**config.mk**
```make
export PLATFORM = sky130hd
export DESIGN_NAME = vga_video_tx
export DESIGN_NICKNAME = d
export VERILOG_FILES = /design/src/rtl/vga_video_tx.sv
export SDC_FILE = /design/constraint.sdc
export NUM_CORES = 1
export LEC_CHECK = 0
export CAP_MARGIN = 20
export CELL_PAD_IN_SITES_DETAIL_PLACEMENT = 2
export CELL_PAD_IN_SITES_GLOBAL_PLACEMENT = 2
export CORE_UTILIZATION = 33
export DETAILED_ROUTE_END_ITERATION = 10
export PLACE_DENSITY_LB_ADDON = 0.1
export SKIP_LAST_GASP = 1
export SYNTH_ARGS = -nofsm -noshare
export SYNTH_HDL_FRONTEND = slang
export SYNTH_SLANG_ARGS = --single-unit
```
**constraint.sdc**
```tcl
create_clock -name clk -period 5.85 [get_ports clk]
set_input_delay 1.17 -clock clk [delete_from_list [all_inputs] [get_ports clk]]
set_output_delay 1.17 -clock clk [all_outputs]
set_load 0.02 [all_outputs]
```
**src/rtl/vga_video_tx.sv**
```systemverilog
// VGA-style video transmitter: pixel divider, h/v counters, and registered sync/colour outputs.
// Colour and both syncs are loaded on the same pixel-enable edge, so they leave the block aligned.
module vga_video_tx #(
    parameter int   H_DISPLAY = 256,
    parameter int   H_FRONT   = 7,
    parameter int   H_SYNC    = 23,
    parameter int   H_BACK    = 23,
    parameter int   V_DISPLAY = 240,
    parameter int   V_BOTTOM  = 14,
    parameter int   V_SYNC    = 3,
    parameter int   V_TOP     = 5,
    parameter int   CLK_DIV   = 2,
    parameter logic SYNC_POL  = 1'b0,
    parameter int   FCNT_W    = 16
) (
    input  logic              clk,
    input  logic              reset,
    input  logic [2:0]        pix_rgb,
    output logic [8:0]        hpos,
    output logic [8:0]        vpos,
    output logic              pix_req,
    output logic              hsync,
    output logic              vsync,
    output logic [2:0]        rgb,
    output logic              frame_start,
    output logic [FCNT_W-1:0] frame_cnt
);

    localparam int H_TOTAL   = H_DISPLAY + H_FRONT + H_SYNC + H_BACK;
    localparam int V_TOTAL   = V_DISPLAY + V_BOTTOM + V_SYNC + V_TOP;
    localparam int HS_FIRST  = H_DISPLAY + H_FRONT;
    localparam int HS_LAST   = H_DISPLAY + H_FRONT + H_SYNC - 1;
    localparam int VS_FIRST  = V_DISPLAY + V_BOTTOM;
    localparam int VS_LAST   = V_DISPLAY + V_BOTTOM + V_SYNC - 1;

    localparam logic [3:0] DIV_LAST = 4'(CLK_DIV - 1);
    localparam logic [8:0] H_LAST   = 9'(H_TOTAL - 1);
    localparam logic [8:0] V_LAST   = 9'(V_TOTAL - 1);

    // Counter widths are fixed at 9 bits, so oversized timings must be rejected outright.
    if (H_TOTAL > 512 || V_TOTAL > 512) begin : g_bad_total
        $error("vga_video_tx: H_TOTAL/V_TOTAL exceed the 9-bit hpos/vpos range");
    end
    if (CLK_DIV < 1 || CLK_DIV > 16) begin : g_bad_div
        $error("vga_video_tx: CLK_DIV must be in 1..16");
    end

    logic [3:0] div_cnt;
    logic       pix_en;
    logic       display;
    logic       h_act;
    logic       v_act;

    always_comb begin
        pix_en  = reset && (div_cnt == 4'd0);
        display = (hpos < 9'(H_DISPLAY)) && (vpos < 9'(V_DISPLAY));
        h_act   = (hpos >= 9'(HS_FIRST)) && (hpos <= 9'(HS_LAST));
        v_act   = (vpos >= 9'(VS_FIRST)) && (vpos <= 9'(VS_LAST));
        pix_req = pix_en && display;
    end

    // Everything below moves only on pix_en; frame_start is a single-clk pulse
    // raised on the edge that launches pixel (0,0).
    always_ff @(posedge clk) begin
        if (!reset) begin
            div_cnt     <= 4'd0;
            hpos        <= 9'd0;
            vpos        <= 9'd0;
            rgb         <= 3'd0;
            hsync       <= ~SYNC_POL;
            vsync       <= ~SYNC_POL;
            frame_start <= 1'b0;
            frame_cnt   <= '0;
        end else begin
            div_cnt     <= (div_cnt == DIV_LAST) ? 4'd0 : div_cnt + 4'd1;
            frame_start <= 1'b0;
            if (pix_en) begin
                if (hpos == H_LAST) begin
                    hpos <= 9'd0;
                    vpos <= (vpos == V_LAST) ? 9'd0 : vpos + 9'd1;
                end else begin
                    hpos <= hpos + 9'd1;
                end
                rgb   <= display ? pix_rgb : 3'd0;
                hsync <= h_act ? SYNC_POL : ~SYNC_POL;
                vsync <= v_act ? SYNC_POL : ~SYNC_POL;
                if (hpos == 9'd0 && vpos == 9'd0) begin
                    frame_start <= 1'b1;
                    frame_cnt   <= frame_cnt + FCNT_W'(1);
                end
            end
        end
    end

endmodule
```
### Word-level counts from Yosys, hierarchy flattened

Index checks and enable logic that the tools add are counted.

* register bits after elaboration: 44
* latch bits: 0
* memory bits (writable): 0
* bits in read-only memories: 0
* input port bits: 5
* logic and storage cells: 41
* memories kept: 0

* $add $sub $neg: 4
* $mul: 0
* divide/modulo/power cells: 0
* magnitude comparators: 6
* eq/ne operators: 3
* shift-type cells: 0
* mux-type cells: 6
* bitwise logic cells: 1
* reduce and logical (&&, ||, !) cells: 13

Operators with widths (number)
* $add 9x1->9 const B: 2
* $eq 9x9->1 const B: 2
* $le 9x9->1 const B: 2
* $logic_not 9->1: 2
* $mux 9: 2
* $add 16x1->16 const B: 1
* $ge 9x8->1 const B: 1
* $ge 9x9->1 const B: 1
* $lt 9x8->1 const B: 1
* $lt 9x9->1 const B: 1
* $logic_and 1x1->1: 6
* $reduce_and 2->1: 3
* $add 4x1->4 const B: 1
* $eq 4x1->1 const B: 1
* $logic_not 4->1: 1
* $mux 1: 3
* $mux 3: 1
* $reduce_or 2->1: 1
* $not 1->1: 1

### Depth between registers and ports, before layout

Gate-level depths: netlist of run 1.

* depth in word-level cells: 3
* mapped depth: 9
* depth with buffers taken out: 7

### Least setup slack after synthesis of run 1

No wires, ideal clock.

* path type: input-to-output
* start: in reset
* end: out pix_req
* data arrival time: 2412 ps
* required time: 4680 ps
* slack: 2268 ps
* stages on the path: 4
* path buffers: 1
* path through: nor4bb_1 -> clkbuf_1 -> nand2_1 -> a41oi_1

* longest elaborated chain between the ends: 2

Ends and longest elaborated chain
* start: declaration: RTL line 17 `input logic reset,`
* $logic_and 1x1->1: RTL line 55 `pix_en = reset && (div_cnt == 4'd0);`
* $logic_and 1x1->1: RTL line 59 `pix_req = pix_en && display;`
* end: declaration: RTL line 21 `output logic pix_req,`

Every way passes these cells.

### Worst setup path in the final report of run 1

Ends and elaborated chain as after synthesis.

==> flow_metrics.env, run 1 <==
export IMPL_outcome="completed"
export IMPL_setup_violations=0
export IMPL_first_pass_iters=6
export IMPL_global_route_usage_over_all_layers_pct=18.4
export IMPL_multi_input_comb_area_um2=1280
export IMPL_post_synth_top_area_fraction_pct=39.1
export IMPL_synth_warning_count=0
export IMPL_critical_path_startpoint="reset"
export IMPL_synth_top_cells_by_area="sky130_fd_sc_hd__dfxtp_1 39%, sky130_fd_sc_hd__xor2_1 6.2%, sky130_fd_sc_hd__ha_1 5.6%"
export IMPL_synth_seq_cells=44
export IMPL_power_leakage_uw=0.00108
export IMPL_cts_buffers=5
export IMPL_holdBufCountCts=0
export IMPL_drive_above_1_share_pct=6.08
export IMPL_post_route_cell_area_um2=2850
export IMPL_r2r_end="vpos[2]"
export IMPL_tritoncts="built"
export IMPL_die_area_um2=7160
export IMPL_h_tree_depth=2
export IMPL_hold_path_class="reg -> reg"
export IMPL_library_cells_used_by_synthesis=43
export IMPL_synth_adder_area_share_pct=5.56
export IMPL_min_period_ns=4.53
export IMPL_cts_repair_timing_setup_buffer_count=0
export IMPL_area_sequential_um2=881
export IMPL_critical_path_peak_fanout=11
export IMPL_placed_cell_area_um2=2760
export IMPL_post_layout_nonfiller_instances=373
export IMPL_criticalPathCategory="in -> out"
export IMPL_cp_data_arrival_time_ns=3.36
export IMPL_grt_antenna_before_repair=0
export IMPL_drt_wl_total_um=6170
export IMPL_core_um2=6460
export IMPL_globalRouteOverflowTotal=0
export IMPL_grt_setup_unrepaired="no"
export IMPL_layout_worst_path_cycle_share_pct=77.5
export IMPL_drv_max_cap_violation_count=0
export IMPL_avgRoutedWirePerCell_um=16.5
export IMPL_timing_clock_skew_ns=0.00755
export IMPL_cts_resized=0
export IMPL_first_pass_grt_wire_length_um=10400
export IMPL_worst_ir_drop_vdd_mv=0.0999
export IMPL_fmax_achieved_mhz=221
export IMPL_ys_dominant_reg_cell="sky130_fd_sc_hd__dfxtp_1"
export IMPL_synth_top_area_cell="sky130_fd_sc_hd__dfxtp_1"
export IMPL_slew_limit_headroom_pct=45.3
export IMPL_totalNegativeSetupSlack_ns=0
export IMPL_syn_to_final_growth_pct=26.7
export IMPL_violation_count_after_the_first_detailed_route_iteration=25
export IMPL_vias_in_the_first_global_route=2051
export IMPL_initial_utilization_pct=34.9
export IMPL_dpl_hpwl_um=4510
export IMPL_report_final_hold_viol_count=0
export IMPL_count_of_placed_standard_cells_including_taps=365
export IMPL_pwr_density_cell_nw_per_um2=225
export IMPL_synth_simple_gate_area_share_pct=32.9
export IMPL_clock_root_buffer="sky130_fd_sc_hd__clkbuf_8"
export IMPL_design_power_total_uw=643
export IMPL_synth_compound_area_share_pct=5.89
export IMPL_drt_vias_per_instance=5.27
export IMPL_syn_inst=252
export IMPL_cts_max_path_buffers=2
export IMPL_yosys_area_share_xor_xnor_pct=8.95
export IMPL_die_height_um=84.6
export IMPL_nets=310
export IMPL_cts_num_sinks=44
export IMPL_final_fill_count=720
export IMPL_clk_pin_slew_worst_paths_ns=0.08
export IMPL_async_reset_ff_share_pct=0
export IMPL_synth_cell_area_um2=2250
export IMPL_ff2ff_setup_slack_ns=3.26
export IMPL_pin_count_of_the_biggest_net_entering_global_routing=36
export IMPL_critical_path_endpoint="pix_req"
export IMPL_r2r_start="div_cnt[0]"
export IMPL_worst_slew_pin_slew_ns=0.814
export IMPL_hold_path_startpoint="frame_cnt[15]"
export IMPL_routed_via_count=1967
export IMPL_ys_seq_area_share_pct=39.1
export IMPL_ant_nets=0
export IMPL_count_of_flip_flops_with_a_built_in_enable_after_synthesis=0
export IMPL_chipWidth_um=84.6
export IMPL_most_common_layout_cells="45 x sky130_fd_sc_hd__clkdlybuf4s50_1, 44 x sky130_fd_sc_hd__dfxtp_1, 24 x sky130_fd_sc_hd__nand2_1"
export IMPL_critical_path_required_ns=4.68
export IMPL_post_route_drc_count=0
export IMPL_category_of_the_worst_setup_path_capture_point="primary output"
export IMPL_drv_slew=0
export IMPL_io_pins=46
export IMPL_gpl_final_weighted_congestion=0.694
export IMPL_insertedDiodeCount=0
export IMPL_synth_area_per_cell_um2=8.93
export IMPL_net_count_of_the_mapped_netlist=267
export IMPL_port_buffer_cells=45
export IMPL_floorplan_rows=29
export IMPL_reg2reg_depth=7
export IMPL_worst_setup_path_start_kind="input port"
export IMPL_synth_mux_area_share_pct=3.56
export IMPL_synth_top_family_by_area="simple AND/OR/NAND/NOR gates"
export IMPL_layout_commonest_cell="sky130_fd_sc_hd__clkdlybuf4s50_1"
export IMPL_clock_latency_ns=0.29
-- through the flow --
step	hold WS (ns)	setup WS [ns]	util, %
3_3_place_gp	0.454	1.39	42.8
2_1_floorplan	0.532	2.27	-
3_5_place_dp	0.466	1.37	42.8
6_report	0.467	1.32	44.2
4_1_cts	0.475	1.33	44.2
5_1_grt	0.491	1.17	44.2
-- cell usage after synthesis (all sizes together), types with 2 or more instances --
cell    number
nand3       14
nor3b        2
a21oi        3
and2         8
clkbuf       9
ha          10
nor2        19
nand4       11
o21ai        3
or3          2
or4          2
and4         3
xnor2        7
nor4bb       2
nor4        11
mux2i        8
nor2b        5
a32o         3
a21boi       2
dfxtp       44
nor3         9
inv         11
nand2       24
xor2        16
buf          2
and3         7
nand2b       4
-- report_power, final --
part	total (uW)	switching, uW	internal [uW]	leakage (uW)
Combinational	116	68.5	47.9	0.000676
Sequential	328	15.1	313	0.000356
Clock	198	102	96.5	0.0000455
Total	643	185	458	0.00108
-- logic make-up after synthesis --
logic type / after synthesis
AO/OA/AOI/OAI: 18
flip-flops: 44
AND/OR/NAND/NOR: 127
adder cells (fa/ha/maj): 10
XOR/XNOR: 23
multiplexers: 8
buffers and inverters: 22
-- state kept, by name (all words and copies together) (netlist names) --
register / flops
hsync: 1
rgb: 3
frame_start: 1
vsync: 1
frame_cnt: 16
vpos: 9
div_cnt: 4
hpos: 9
-- critical path, cell delays in order --
cell and delay [ns]:
sky130_fd_sc_hd__clkdlybuf4s50_1 0.49, sky130_fd_sc_hd__nor4bb_1 0.33, sky130_fd_sc_hd__buf_4 0.25, sky130_fd_sc_hd__nand2_1 0.10, sky130_fd_sc_hd__a41oi_1 0.34, sky130_fd_sc_hd__clkdlybuf4s50_1 0.68
-- metal layers --
| metal | GRT usage (%) | part of all wire [%] |
|---|---|---|
| met5 | 0 | 0 |
| met3 | 2.95 | 2.2 |
| met2 | 31.6 | 48 |
| met1 | 23.7 | 48 |
| met4 | 5.86 | 1.8 |
-- final cells by class --
class | count | share of cell area [%]
Tap cell | 77 | 3.38
Inverter | 11 | 1.45
Multi-Input combinational cell | 186 | 44.8
Clock buffer | 8 | 3.16
Sequential cell | 44 | 30.9
Timing Repair Buffer | 47 | 16.3
-- worst min-delay path by stage --
stage | cells past startpoint | end | slack, ns
after global routing | 1 | frame_cnt[15] | 0.49
final | 1 | frame_cnt[15] | 0.47
after detailed placement | 1 | frame_cnt[15] | 0.47
after global placement | 1 | frame_cnt[15] | 0.45
after floorplan | 2 | div_cnt[0] | 0.53
after CTS | 1 | frame_cnt[15] | 0.48
(Power assumes the default switching activity.)
==> run 2: changes to the inputs <==
--- a/config.mk
+++ b/config.mk
@@ -8,7 +8,7 @@
 export CAP_MARGIN = 20
 export CELL_PAD_IN_SITES_DETAIL_PLACEMENT = 2
 export CELL_PAD_IN_SITES_GLOBAL_PLACEMENT = 2
-export CORE_UTILIZATION = 33
+export CORE_UTILIZATION = 27
 export DETAILED_ROUTE_END_ITERATION = 10
 export PLACE_DENSITY_LB_ADDON = 0.1
 export SKIP_LAST_GASP = 1
==> constraint.sdc (replaced) <==
create_clock -name clk -period 4.15 [get_ports clk]
set_input_delay 0.83 -clock clk [delete_from_list [all_inputs] [get_ports clk]]
set_output_delay 0.83 -clock clk [all_outputs]
set_load 0.02 [all_outputs]
==> run 2 against run 1 <==
  * Die area up 22%
  * Worst setup slack worse by 0.95 ns
  * Final cell count up 7.2%
  * First-iteration DRC count up 48%
  * Design area up 1.7%
  * Register-to-register slack worse by 1.3 ns
  * Critical endpoint unchanged
  * Highest routed layer unchanged
  * Clock skew up 0.00058 ns
  * Critical path depth down 1
  * Sequential share of layout area down 0.52 points
  * Via count up 1.2%
  * Flip-flop and latch count unchanged
  * Total power up 43%
==> flow_metrics.env, run 2 (synthesized netlist as in run 1, its figures left out) <==
export IMPL_outcome="completed"
export IMPL_global_route_usage_over_all_layers_pct=15.8
export IMPL_critPathBufInv=2
export IMPL_worst_slew_pin_slew_ns=0.622
export IMPL_gpl_final_weighted_congestion=0.718
export IMPL_largest_registers="frame_cnt: 16 flops, hpos: 9 flops, vpos: 9 flops"
export IMPL_core_um2=7890
export IMPL_hold_path_startpoint="hsync"
export IMPL_critical_path_most_common_cell="sky130_fd_sc_hd__clkdlybuf4s50_1"
export IMPL_syn_to_final_growth_pct=28.9
export IMPL_critical_path_peak_fanout=4
export IMPL_layout_commonest_cell="sky130_fd_sc_hd__clkdlybuf4s50_1"
export IMPL_power_share_clock_pct=31.6
export IMPL_cts_repair_timing_setup_buffer_count=0
export IMPL_fmax_achieved_mhz=264
export IMPL_cts_max_path_buffers=2
export IMPL_totalNegativeSetupSlack_ns=0
export IMPL_drv_max_cap_violation_count=0
export IMPL_flip_flop_count_of_the_largest_register_all_copies_and_words_added=16
export IMPL_pin_count_of_the_biggest_net_entering_global_routing=36
export IMPL_io_pins=46
export IMPL_avgRoutedWirePerCell_um=15.7
export IMPL_die_area_um2=8710
export IMPL_net_sw_share_pct=29.8
export IMPL_criticalPathCategory="in -> out"
export IMPL_ant_nets=0
export IMPL_power_leakage_uw=0.00109
export IMPL_slew_limit_headroom_pct=58.2
export IMPL_globalRouteOverflowTotal=0
export IMPL_port_buffer_cells=45
export IMPL_p_sw_uw=274
export IMPL_r2r_start="vpos[5]"
export IMPL_r2r_end="frame_cnt[4]"
export IMPL_clk_pin_slew_worst_paths_ns=0.08
export IMPL_first_pass_iters=4
export IMPL_part_of_the_power_in_combinational_logic_pct=18.2
export IMPL_cp_num_cells=5
export IMPL_critical_path_slowest_cell="sky130_fd_sc_hd__clkdlybuf4s50_1"
export IMPL_drive_above_1_share_pct=7.38
export IMPL_holdBufCountCts=0
export IMPL_critical_path_startpoint="reset"
export IMPL_initial_utilization_pct=28.5
export IMPL_post_route_drc_count=0
export IMPL_tritoncts="built"
export IMPL_cts_resized=0
export IMPL_first_pass_grt_wire_length_um=10600
export IMPL_routed_via_count=1990
export IMPL_drv_slew=0
export IMPL_pwr_density_cell_nw_per_um2=316
export IMPL_vias_in_the_first_global_route=2050
export IMPL_chipWidth_um=93.3
export IMPL_ff2ff_setup_slack_ns=1.93
export IMPL_h_tree_depth=2
export IMPL_crit_chain="clkdlybuf4s50_1, nor4bb_1, nand2_1, a41oi_1, clkdlybuf4s50_1"
export IMPL_drt_vias_per_instance=4.98
export IMPL_final_fill_count=866
export IMPL_insertedDiodeCount=0
export IMPL_critical_path_required_ns=3.32
export IMPL_dpl_hpwl_um=4620
export IMPL_drt_wl_total_um=6290
export IMPL_min_period_ns=3.79
export IMPL_post_route_cell_area_um2=2900
export IMPL_layout_worst_path_cycle_share_pct=91.2
export IMPL_cp_data_arrival_time_ns=2.96
export IMPL_placed_cell_area_um2=2810
export IMPL_nets=312
export IMPL_grt_antenna_before_repair=0
export IMPL_violation_count_after_the_first_detailed_route_iteration=37
export IMPL_worst_setup_path_start_kind="input port"
export IMPL_grt_setup_unrepaired="no"
export IMPL_floorplan_rows=32
export IMPL_cts_buffers=5
export IMPL_worst_path_dominant_cell_family="buffers and inverters"
export IMPL_internal_power_component_uw=644
export IMPL_clock_root_buffer="sky130_fd_sc_hd__clkbuf_8"
export IMPL_report_final_hold_viol_count=0
export IMPL_worst_ir_drop_vdd_mv=0.134
export IMPL_p_seq_share_pct=50.2
export IMPL_registers_top_by_ff_count="frame_cnt"
export IMPL_most_common_layout_cells="45 x sky130_fd_sc_hd__clkdlybuf4s50_1, 44 x sky130_fd_sc_hd__dfxtp_1, 24 x sky130_fd_sc_hd__nand2_1"
export IMPL_clock_latency_ns=0.30
export IMPL_reg2reg_depth=5
export IMPL_setup_violations=0
export IMPL_cts_num_sinks=44
export IMPL_timing_clock_skew_ns=0.00813
export IMPL_critical_path_endpoint="pix_req"
export IMPL_die_height_um=93.3
export IMPL_hold_path_class="reg -> reg"
export IMPL_category_of_the_worst_setup_path_capture_point="primary output"
export IMPL_max_stage_delay_ns=0.68
[run 2: cell types whose count changed in the layout (fill, tap and decap cells not counted)]
cell,delta
sky130_fd_sc_hd__buf_4,+2
sky130_fd_sc_hd__clkbuf_1,-2
sky130_fd_sc_hd__clkinv_2,+2
[run 2: how the worst min path moves through the flow]
stage / cells after the start / slack [ns] / to
5_1_grt: 2 / 0.50 / hsync
2_1_floorplan: 2 / 0.53 / div_cnt[0]
6_report: 2 / 0.48 / hsync
3_3_place_gp: 1 / 0.46 / frame_cnt[15]
4_1_cts: 2 / 0.49 / hsync
3_5_place_dp: 1 / 0.48 / frame_cnt[15]
[run 2: worst register-to-register path: cells and delay by family, from the launching register on]
family                    cells  cell delay (ns)
and+or+nand+nor               4             1.63
DFF                           1             0.40
xor gates and xnor gates      1             0.11
[run 2: routing by layer]
metal | wire length [um] | GRT usage, % | up-vias
met3 | 174 | 2.52 | 7
met1 | 3090 | 21.1 | 981
met4 | 78 | 5.00 | 0
li1 | - | - | 975
met2 | 2940 | 25.8 | 27
met5 | 0 | 0 | -
[run 2: final cells by class]
class	count	area, um2	share of cell area, %
flip-flops and latches	44	881	30.4
multi-input cells	186	1280	44.1
well taps	102	128	4.40
repair buffers	49	480	16.6
clock buffers	6	82.6	2.85
clock inverters	2	10.0	0.345
inverters	11	41.3	1.42
[run 2: power groups by stage]
stage          Sequential, uW  Combinational (uW)  Clock, uW
2_1_floorplan             486                84.5          0
3_3_place_gp              472                 166          0
3_5_place_dp              472                 168          0
4_1_cts                   462                 169        303
5_1_grt                   466                 184        321
6_report                  461                 167        290
[run 2: through the flow]
step                      utilization, %  power (uW)  hold slack, ns  cells  setup WS, ns
final                               36.8         918           0.480    400         0.364
after floorplan                        -         571           0.532    252          1.25
after global placement              35.6         637           0.464    392         0.427
after global routing                36.8         971           0.503    400         0.253
after detailed placement            35.6         640           0.476    392         0.387
after CTS                           36.8         935           0.492    400         0.369
